==> src/rtl/reg_pipe.sv <==
// reg_pipe: stallable WIDTH x DEPTH register pipeline with valid/ready on both
// sides. Empty stages collapse, so it buffers up to DEPTH words under
// backpressure. Synchronous flush and a combinational occupancy count.
module reg_pipe #(
    parameter int unsigned WIDTH = 8,
    parameter int unsigned DEPTH = 4,
    parameter logic [WIDTH-1:0] RST_VAL = '0,
    localparam int unsigned CW = $clog2(DEPTH + 1)
) (
    input  logic             clk,
    input  logic             rst,
    input  logic             clr,
    input  logic             in_valid,
    output logic             in_ready,
    input  logic [WIDTH-1:0] in_data,
    output logic             out_valid,
    input  logic             out_ready,
    output logic [WIDTH-1:0] out_data,
    output logic [CW-1:0]    occupancy
);

    logic [DEPTH-1:0]            valid;
    logic [DEPTH-1:0][WIDTH-1:0] data;
    logic [DEPTH-1:0]            rdy;

    // Stage g may load when the consumer takes a word or any stage from g
    // onward is empty; this is the unrolled ready chain, free of bit-level loops.
    for (genvar g = 0; g < DEPTH; g++) begin : g_rdy
        assign rdy[g] = out_ready | ~(&valid[DEPTH-1:g]);
    end

    assign in_ready  = rdy[0] & ~clr;
    assign out_valid = valid[DEPTH-1];
    assign out_data  = data[DEPTH-1];

    // Stage registers: shift forward wherever the downstream side can accept.
    always_ff @(posedge clk or negedge rst) begin
        if (!rst) begin
            valid <= '0;
            data  <= {DEPTH{RST_VAL}};
        end else if (clr) begin
            valid <= '0;
            data  <= {DEPTH{RST_VAL}};
        end else begin
            if (rdy[0]) begin
                valid[0] <= in_valid;
                data[0]  <= in_data;
            end
            for (int i = 1; i < int'(DEPTH); i++) begin
                if (rdy[i]) begin
                    valid[i] <= valid[i-1];
                    data[i]  <= data[i-1];
                end
            end
        end
    end

    // Occupancy: popcount of the stage valid bits.
    always_comb begin
        occupancy = '0;
        for (int i = 0; i < int'(DEPTH); i++) begin
            occupancy = occupancy + CW'(valid[i]);
        end
    end

endmodule

==> config.mk <==
export PLATFORM = sky130hd
export DESIGN_NAME = reg_pipe
export DESIGN_NICKNAME = d
export VERILOG_FILES = /design/src/rtl/reg_pipe.sv
export SDC_FILE = /design/constraint.sdc
export NUM_CORES = 1
export LEC_CHECK = 0
export CORE_ASPECT_RATIO = 1.4
export CORE_MARGIN = 1
export CORE_UTILIZATION = 55
export CTS_CLUSTER_DIAMETER = 200
export CTS_CLUSTER_SIZE = 28
export DETAILED_ROUTE_END_ITERATION = 8
export MAX_ROUTING_LAYER = met4
export PLACE_DENSITY_LB_ADDON = 0.12
export SLEW_MARGIN = 20
export SYNTH_ARGS = -nofsm -noshare
export SYNTH_HDL_FRONTEND = slang
export SYNTH_SLANG_ARGS = --single-unit
==> constraint.sdc <==
create_clock -name clk -period 3.8 [get_ports clk]
set_input_delay 0.38 -clock clk [delete_from_list [all_inputs] [get_ports clk]]
set_output_delay 0.38 -clock clk [all_outputs]
set_load 0.05 [all_outputs]
==> flow_summary.json, run 1 <==
{
  "synth_top_family_by_area": "simple AND/OR/NAND/NOR gates",
  "maxSlewViolCount": 0,
  "p_per_area_mw_per_mm2": 388,
  "synth_top_area_cell": "dfrtp_1",
  "path_class": "flop to output pin",
  "grt_util_all_layers": 0.216,
  "hold_viol": 0,
  "nets": 208,
  "route.met3.wl_um": 95,
  "synthArstFlopShare": 1.00,
  "cap_viol_max_count": 0,
  "post_cts_buffers": 0,
  "grt_pass1_wl_um": 4730,
  "num_antenna_cells": 0,
  "antenna_found_initial": 0,
  "required_ns": 3.42,
  "cp_max_fo": 10,
  "slew_headroom": 0.593,
  "synth_top_area_frac": 0.554,
  "worstHoldPathType": "input port to asynchronous set/reset pin",
  "setup_viol": 0,
  "via_count": 1135,
  "coreArea_sq_mm": 0.00285,
  "ys.flop_type": "dfrtp_1",
  "postPlaceCellArea_sq_mm": 0.00181,
  "detail_route.iter0.violations": 36,
  "p_leak_nw": 0.882,
  "worstPathArrival_ns": 2.71,
  "clock_sinks": 36,
  "ff2ff_setup_slack_ns": 2.40,
  "cp-start-kind": "flop",
  "fin_crit_ns": 3.09,
  "via_per_inst": 4.96,
  "vdd.ir_drop.worst_mv": 0.387,
  "grt_max_degree": 38,
  "synthesis.nets": 193,
  "clock_path_buffers": 2,
  "min_period_over_period": 0.814,
  "grt_pass1_vias": 1129,
  "synth_edf_count": 0,
  "drt-met1-wl_um": 1080,
  "yosysMostFrequentCell": "nand2_1",
  "route.detailed.drc": 0,
  "synthMuxAreaShare": 0,
  "setup_tns_ns": 0,
  "synth-seq-area-share": 0.554,
  "status": "completed",
  "globalplace.congestion": 0.751,
  "reg2reg_depth": 3,
  "end_kind": "output pin",
  "p_total_uw": 736,
  "yosysWarnings": 0,
  "synthAdderAreaFrac": 0.0354,
  "ys_top_cells_by_area": "dfrtp_1, nand2_1, a21oi_1",
  "grt-ovfl-total": 0,
  "ant_nets": 0,
  "path_clk_slew_ns": 0.07,
  "initial_utilization": 0.571,
  "dieHeight_um": 66.3,
  "yosys.area_share.simple": 0.208,
  "cts_root_buffer": "clkbuf_8",
  "post_cts_resized": 0,
  "rows": 23,
  "cts_tree": "done",
  "syn_to_final_growth_pct": 16.6,
  "clock_latency_ns": 0.29,
  "syn_avg_cell_area_sq_um": 9.24,
  "syn_inst": 176,
  "first_pass_iters": 4,
  "r2r-start": "valid[3]",
  "htreeDepth": 2,
  "io_buffers": 25,
  "synth-xor-area-share": 0,
  "synth_compound_area_frac": 0.112,
  "routed_wl_um": 2670,
  "final_cell_area_sq_mm": 0.00190,
  "hold_buffers": 0,
  "die-area_sq_mm": 0.00318,
  "io_pins": 26,
  "max_freq_mhz": 323,
  "synth-seq-cells": 36,
  "place_hpwl_um": 1910,
  "synthTopCellsByCount": "nand2_1, dfrtp_1, a21oi_1",
  "fin_skew_ns": 0.00731,
  "netlist_area_sq_mm": 0.00163,
  "die_w_um": 48.0,
  "r2r-end": "out_data[3]",
  "synth_cell_types": 20,
  "worst_pin_slew_ns": 0.609,
  "routed.top_layer": "met4",
  "drive_gt1_frac": 0.0729,
  "met2_length_um": 1450,
  "rsz0062_at_grt": "no",
  "cts_buffers": 5,
  "wl_per_cell_um": 11.6
}
-- flip-flops by register name (all words and copies together), names as in the netlist --
signal / cells
data: 24
out_data: 8
valid: 4
-- routing by layer --
metal,vias to the layer above,global-route usage
li1,586,-
met1,519,0.227
met2,25,0.370
met3,5,0.0656
met4,0,0.0729
met5,-,-
-- cells by family (layout without fill, tap and decap cells) --
group                      after synthesis  in the layout
AOI/OAI and AO/OA                       35             35
adders and majority gates                4              4
buffers and inverters                   24             40
DFF                                     36             36
and+or+nand+nor                         77             77
-- where the power goes --
| part | leakage [nW] | internal, mW | total (mW) | switching [mW] |
|---|---|---|---|---|
| Sequential | 0.485 | 0.396 | 0.404 | 0.00793 |
| Clock | 0.0479 | 0.127 | 0.261 | 0.134 |
| Combinational | 0.349 | 0.0286 | 0.0708 | 0.0422 |
| Total | 0.882 | 0.552 | 0.736 | 0.184 |
-- worst max path at each step --
stage	depth (start not counted)	from	slack, ns	end
after floorplan	6	valid[3]	1.25	occupancy[1]
after global placement	6	valid[3]	1.07	occupancy[1]
after detailed placement	6	valid[3]	1.02	occupancy[1]
after CTS	6	valid[3]	0.70	occupancy[1]
after global routing	6	valid[3]	0.59	occupancy[1]
final	6	valid[3]	0.71	occupancy[1]
-- final cells by class --
| cell class | instances | area (sq um) |
|---|---|---|
| fill | 236 | 952 |
| sequential | 36 | 901 |
| multi-input combinational | 116 | 578 |
| timing repair buffer | 27 | 265 |
| clock buffer | 5 | 68.8 |
| tap | 37 | 46.3 |
| clock inverter | 3 | 18.8 |
| inverter | 5 | 18.8 |
-- worst max-delay path, cell delays in order, from the launching register on --
cell,delay (ns)
dfrtp_1,0.51
inv_1,0.11
fa_1,0.54
inv_1,0.04
ha_1,0.17
ha_1,0.27
clkdlybuf4s50_1,0.80
-- cells in the final DEF (no fill, tap or decap), drive strengths merged --
cell type      count
nand4b             2
clkinv             3
nand2             66
and4b              2
buf                2
a21oi             35
nor2b              1
fa                 1
and3b              1
clkbuf             5
inv                5
ha                 3
nand2b             1
dfrtp             36
nand3b             1
nor2               3
clkdlybuf4s50     25
-- metrics by stage --
stage               instances   util  setup slack [ns]  hold WS (ns)
finish                    229  0.666             0.708         0.502
global route              229  0.666             0.594         0.536
CTS                       229  0.666             0.697         0.515
detailed placement        221  0.635              1.02         0.511
global placement          221  0.635              1.07         0.504
floorplan                 176      -              1.25        0.0844
(Power assumes the default switching activity.)
==> run 2: changes to the inputs <==
--- a/config.mk
+++ b/config.mk
@@ -7,7 +7,7 @@
 export LEC_CHECK = 0
 export CORE_ASPECT_RATIO = 1.4
 export CORE_MARGIN = 1
-export CORE_UTILIZATION = 55
+export CORE_UTILIZATION = 47
 export CTS_CLUSTER_DIAMETER = 200
 export CTS_CLUSTER_SIZE = 28
 export DETAILED_ROUTE_END_ITERATION = 8
==> constraint.sdc (replaced) <==
create_clock -name clk -period 2.5 [get_ports clk]
set_input_delay 0.25 -clock clk [delete_from_list [all_inputs] [get_ports clk]]
set_output_delay 0.25 -clock clk [all_outputs]
set_load 0.05 [all_outputs]
==> run 2 against run 1 <==
Compared with the run above:
- wire length grew 4.6%
- cell count grew 1.3%
- clock skew shrank 0.0025 ns
- hold slack lost 0.12 ns
- count of clock-buffer cells in the layout grew 1
- largest cell class unchanged
==> flow_summary.json, run 2 (same netlist as run 1, synthesis figures left out) <==
{
  "status": "completed",
  "via_count": 1167,
  "detail_route.iter0.violations": 22,
  "end_kind": "output pin",
  "place_hpwl_um": 2080,
  "cts_root_buffer": "clkbuf_8",
  "most-common-layout-cells": "nand2_1, dfrtp_1, a21oi_1, clkdlybuf4s50_1",
  "die_w_um": 51.7,
  "first_pass_iters": 4,
  "min_period_over_period": 0.958,
  "grt-ovfl-total": 0,
  "setup_ws_ns": 0.104,
  "initial_utilization": 0.506,
  "cts_tree": "done",
  "cap_viol_max_count": 0,
  "final_common_cell": "nand2_1",
  "path_class": "flop to output pin",
  "grt_max_degree": 37,
  "route.detailed.drc": 0,
  "p_per_area_mw_per_mm2": 576,
  "htreeDepth": 2,
  "io_buffers": 25,
  "power_frac_seq": 0.552,
  "clockPowerShare": 0.339,
  "cts_buffers": 5,
  "fin_skew_ns": 0.00483,
  "cp-start-kind": "flop",
  "post_cts_buffers": 0,
  "hold_viol": 0,
  "grt_pass1_vias": 1201,
  "setup_tns_ns": 0,
  "syn_to_final_growth_pct": 18.8,
  "p_int_uw": 844,
  "p_sw_uw": 268,
  "max_flop_register": "data",
  "required_ns": 2.25,
  "worstHoldPathType": "input port to asynchronous set/reset pin",
  "fin_crit_ns": 2.40,
  "final-seq-area_sq_um": 901,
  "clock_path_buffers": 2,
  "clock_latency_ns": 0.29,
  "clock_sinks": 36,
  "drive_gt1_frac": 0.0933,
  "rsz0062_at_grt": "no",
  "sw_frac_of_total": 0.241,
  "max_freq_mhz": 417,
  "grt_util_all_layers": 0.194,
  "rows": 24,
  "antenna_found_initial": 0,
  "hold_buffers": 0,
  "dieHeight_um": 71.6,
  "setup_viol": 0,
  "cp_max_fo": 10,
  "maxSlewViolCount": 0,
  "coreArea_sq_mm": 0.00321,
  "worst_pin_slew_ns": 0.633,
  "globalplace.congestion": 0.696,
  "slew_headroom": 0.577,
  "die-area_sq_mm": 0.00370,
  "wl_per_cell_um": 12.0,
  "via_per_inst": 5.03,
  "nFillCells": 317,
  "routed_wl_um": 2790,
  "multi_input_area_sq_um": 578,
  "path_clk_slew_ns": 0.07,
  "nets": 210,
  "ant_nets": 0,
  "grt_pass1_wl_um": 5090,
  "pre_cts_ws_ns": 0.381,
  "worstPathArrival_ns": 2.15,
  "post_cts_resized": 0,
  "largest_reg_flops": 24,
  "num_antenna_cells": 0,
  "p_leak_nw": 0.903,
  "combPwrFrac": 0.109,
  "vdd.ir_drop.worst_mv": 0.429,
  "io_pins": 26
}
run 2: cell count changes in the layout (fill, tap and decap cells not counted):
cell,previous run,this run
buf_4,2,5
clkdlybuf4s50_1,25,21
buf_12,0,3
clkinv_2,2,1
clkbuf_1,0,1
clkinv_4,1,0
run 2: cell type report:
| class | count | area share |
|---|---|---|
| clock inverters | 1 | 0.00259 |
| well taps | 39 | 0.0253 |
| inverters | 5 | 0.00972 |
| multi-input cells | 116 | 0.299 |
| flip-flops and latches | 36 | 0.466 |
| repair buffers | 29 | 0.159 |
| clock buffers | 6 | 0.0376 |
run 2: path summary, 6_finish.rpt:
| kind | startpoint | to | slack [ns] | cells past startpoint |
|---|---|---|---|---|
| setup / recovery | valid[3] | occupancy[1] | 0.10 | 6 |
| min in group clk | in_data[1] | data[1] | 0.51 | 3 |
| hold reg to reg | data[14] | data[14] | 0.52 | 2 |
| setup reg to reg | valid[3] | out_data[2] | 1.08 | 3 |
| max in group asynchronous | rst | data[6] | 1.80 | 2 |
| hold / removal | rst | valid[2] | 0.38 | 2 |
run 2: metrics by stage:
step | power (mW) | util | hold slack (ns) | cell area [sq um] | std cells
2_1_floorplan | 0.687 | - | -0.0456 | 1630 | 176
3_3_place_gp | 0.742 | 0.577 | 0.504 | 1850 | 225
3_5_place_dp | 0.747 | 0.577 | 0.514 | 1850 | 225
4_1_cts | 1.12 | 0.601 | 0.391 | 1930 | 232
5_1_grt | 1.16 | 0.601 | 0.420 | 1930 | 232
6_report | 1.11 | 0.601 | 0.382 | 1930 | 232
run 2: layer usage:
layer  GRT usage  vias up  wire [um]
met2       0.341       25       1530
met5           -        -          0
li1            -      589          -
met4      0.0721        0         46
met3      0.0637        6        106
met1       0.196      547       1110
run 2: worst max-delay path, cell delays in order, from the launching register on:
cell and delay, ns:
dfrtp_1 0.51, inv_1 0.12, fa_1 0.55, inv_1 0.04, ha_1 0.17, ha_1 0.31, buf_12 0.16
run 2: power groups by stage:
stage / Sequential (mW) / Clock (mW) / Combinational, mW
2_1_floorplan: 0.622 / 0 / 0.0648
3_3_place_gp: 0.624 / 0 / 0.118
3_5_place_dp: 0.625 / 0 / 0.123
4_1_cts: 0.614 / 0.388 / 0.123
5_1_grt: 0.616 / 0.414 / 0.132
6_report: 0.614 / 0.377 / 0.121
==> run 3: changes to the inputs <==
--- a/config.mk
+++ b/config.mk
@@ -5,14 +5,17 @@
 export SDC_FILE = /design/constraint.sdc
 export NUM_CORES = 1
 export LEC_CHECK = 0
+export ABC_AREA = 1
 export CORE_ASPECT_RATIO = 1.4
 export CORE_MARGIN = 1
-export CORE_UTILIZATION = 47
+export CORE_UTILIZATION = 50
+export CTS_BUF_LIST = sky130_fd_sc_hd__clkbuf_8
 export CTS_CLUSTER_DIAMETER = 200
 export CTS_CLUSTER_SIZE = 28
 export DETAILED_ROUTE_END_ITERATION = 8
 export MAX_ROUTING_LAYER = met4
 export PLACE_DENSITY_LB_ADDON = 0.12
+export SKIP_CTS_REPAIR_TIMING = 1
 export SLEW_MARGIN = 20
 export SYNTH_ARGS = -nofsm -noshare
 export SYNTH_HDL_FRONTEND = slang
==> run 3 against run 2 <==
Compared with the run above:
- cell area up 5.2%
- hold slack worse by 0.0024 ns
- global-route usage grew 1.9 points
- flip-flop and latch count unchanged
- die area shrank 1.5%
- register-to-register slack got worse by 0.11 ns
- clock skew rose by 0.0019 ns
- sequential power decreased by 0.7%
- first-iteration DRC count up 27%
- synthesized area rose by 4.8%
- core utilization increased by 3.7 points
==> flow_summary.json, run 3 <==
{
  "cp_max_fo": 5,
  "max_freq_mhz": 446,
  "syn_avg_cell_area_sq_um": 8.44,
  "end_kind": "output pin",
  "clock_sinks": 36,
  "htreeDepth": 2,
  "drive_gt1_frac": 0.0856,
  "nets": 238,
  "slowest_stage": "fa_1",
  "setup_viol": 0,
  "num_antenna_cells": 0,
  "worstHoldPathType": "input port to asynchronous set/reset pin",
  "p_leak_nw": 1.03,
  "final_common_cell": "nand2_1",
  "grt_util_all_layers": 0.214,
  "worstPathArrival_ns": 1.99,
  "vdd.ir_drop.worst_mv": 0.528,
  "path_clk_slew_ns": 0.07,
  "via_per_inst": 5.04,
  "cp-start-kind": "flop",
  "utilization": 0.638,
  "clock_latency_ns": 0.29,
  "syn_to_final_growth_pct": 19.2,
  "synth_cell_types": 18,
  "cp_cell_sequence": "inv_1 -> fa_1 -> inv_1 -> ha_1 -> ha_1 -> buf_12",
  "status": "completed",
  "clock_path_buffers": 2,
  "cts_buffers": 5,
  "ys_top_cells_by_area": "dfrtp_1, nand2_1, nand3_1",
  "rows": 24,
  "cts_root_buffer": "clkbuf_8",
  "yosysMostFrequentCell": "nand2_1",
  "critical_path.max_stage_delay_ns": 0.53,
  "synthesis.nets": 219,
  "die_w_um": 51.3,
  "cap_viol_max_count": 0,
  "p_per_area_mw_per_mm2": 603,
  "final_cell_area_sq_mm": 0.00203,
  "ff2ff_setup_slack_ns": 0.97,
  "synth_top_area_cell": "dfrtp_1",
  "required_ns": 2.25,
  "grt_pass1_vias": 1343,
  "min_period_over_period": 0.897,
  "synth-seq-area-share": 0.529,
  "via_count": 1316,
  "synth_top_area_frac": 0.529,
  "slew_headroom": 0.635,
  "setup_tns_ns": 0,
  "route.detailed.drc": 0,
  "routed_wl_um": 3070,
  "die-area_sq_mm": 0.00365,
  "ys.flop_type": "dfrtp_1",
  "critical_path.top_delay_family": "adder cells",
  "worst_pin_slew_ns": 0.546,
  "fin_skew_ns": 0.00671,
  "path_class": "flop to output pin",
  "postPlaceCellArea_sq_mm": 0.00192,
  "cts_tree": "done",
  "synthArstFlopShare": 1.00,
  "synth-seq-cells": 36,
  "final-instance-count-excl-fill": 261,
  "place_hpwl_um": 2070,
  "maxSlewViolCount": 0,
  "ant_nets": 0,
  "yosysWarnings": 0,
  "synth_edf_count": 0,
  "max_flop_register": "data",
  "dp_cells": 253,
  "synthTopCellsByCount": "nand2_1, dfrtp_1, nand3_1",
  "initial_utilization": 0.535,
  "grt_max_degree": 37,
  "wl_per_cell_um": 11.8,
  "largest_reg_flops": 24,
  "first_pass_iters": 4,
  "most-common-layout-cells": "nand2_1, dfrtp_1, nand3_1, inv_1, clkdlybuf4s50_1",
  "grt_pass1_wl_um": 5560,
  "timing.critical_path.buf_inv": 3,
  "hold_viol": 0,
  "detail_route.iter0.violations": 28,
  "io_buffers": 25,
  "coreArea_sq_mm": 0.00318,
  "dieHeight_um": 71.1,
  "syn_inst": 202,
  "rsz0062_at_grt": "no",
  "fin_hold_ws_ns": 0.380,
  "globalplace.congestion": 0.854,
  "antenna_found_initial": 0,
  "fin_crit_ns": 2.24,
  "grt-ovfl-total": 0,
  "io_pins": 26,
  "netlist_area_sq_mm": 0.00170
}
-- run 3: path summary, 6_finish.rpt --
| check | startpoint | cells after the start | endpoint |
|---|---|---|---|
| setup / recovery | valid[3] | 6 | occupancy[1] |
| hold / removal | rst | 2 | valid[3] |
| setup reg to reg | valid[0] | 4 | data[6] |
| hold reg to reg | out_data[0] | 2 | out_data[0] |
| max in group asynchronous | rst | 2 | data[12] |
| min in group clk | out_data[0] | 2 | out_data[0] |
-- run 3: logic make-up (layout without fill, tap and decap cells) --
group / after synthesis / count (layout) / synth area share
buf+inv: 38 / 58 / 0.119
compound gates: 15 / 15 / 0.0448
simple gates: 109 / 109 / 0.274
flops: 36 / 36 / 0.529
fa+ha+maj: 4 / 4 / 0.0338
-- run 3: report_power, final --
| group | internal, mW | switching, mW |
|---|---|---|
| combinational | 0.0463 | 0.0750 |
| sequential | 0.601 | 0.00828 |
| clock | 0.292 | 0.202 |
| total | 0.939 | 0.285 |
-- run 3: layout make-up --
class / instances / area (sq um)
inverter: 21 / 78.8
multi-input combinational: 128 / 601
clock inverter: 3 / 38.8
timing repair buffer: 29 / 295
sequential: 36 / 901
fill: 300 / 1150
tap: 39 / 48.8
clock buffer: 5 / 68.8
-- run 3: per-stage QoR --
stage	total power, mW	setup WS [ns]
detailed placement	0.743	0.568
floorplan	0.689	0.188
CTS	1.24	0.246
global placement	0.740	0.610
finish	1.22	0.257
global route	1.27	0.170
-- run 3: layer usage --
metal / track usage / routed length (um)
met1: 0.228 / 1270
met2: 0.364 / 1560
met3: 0.0430 / 165
met4: 0.111 / 74
met5: - / 0
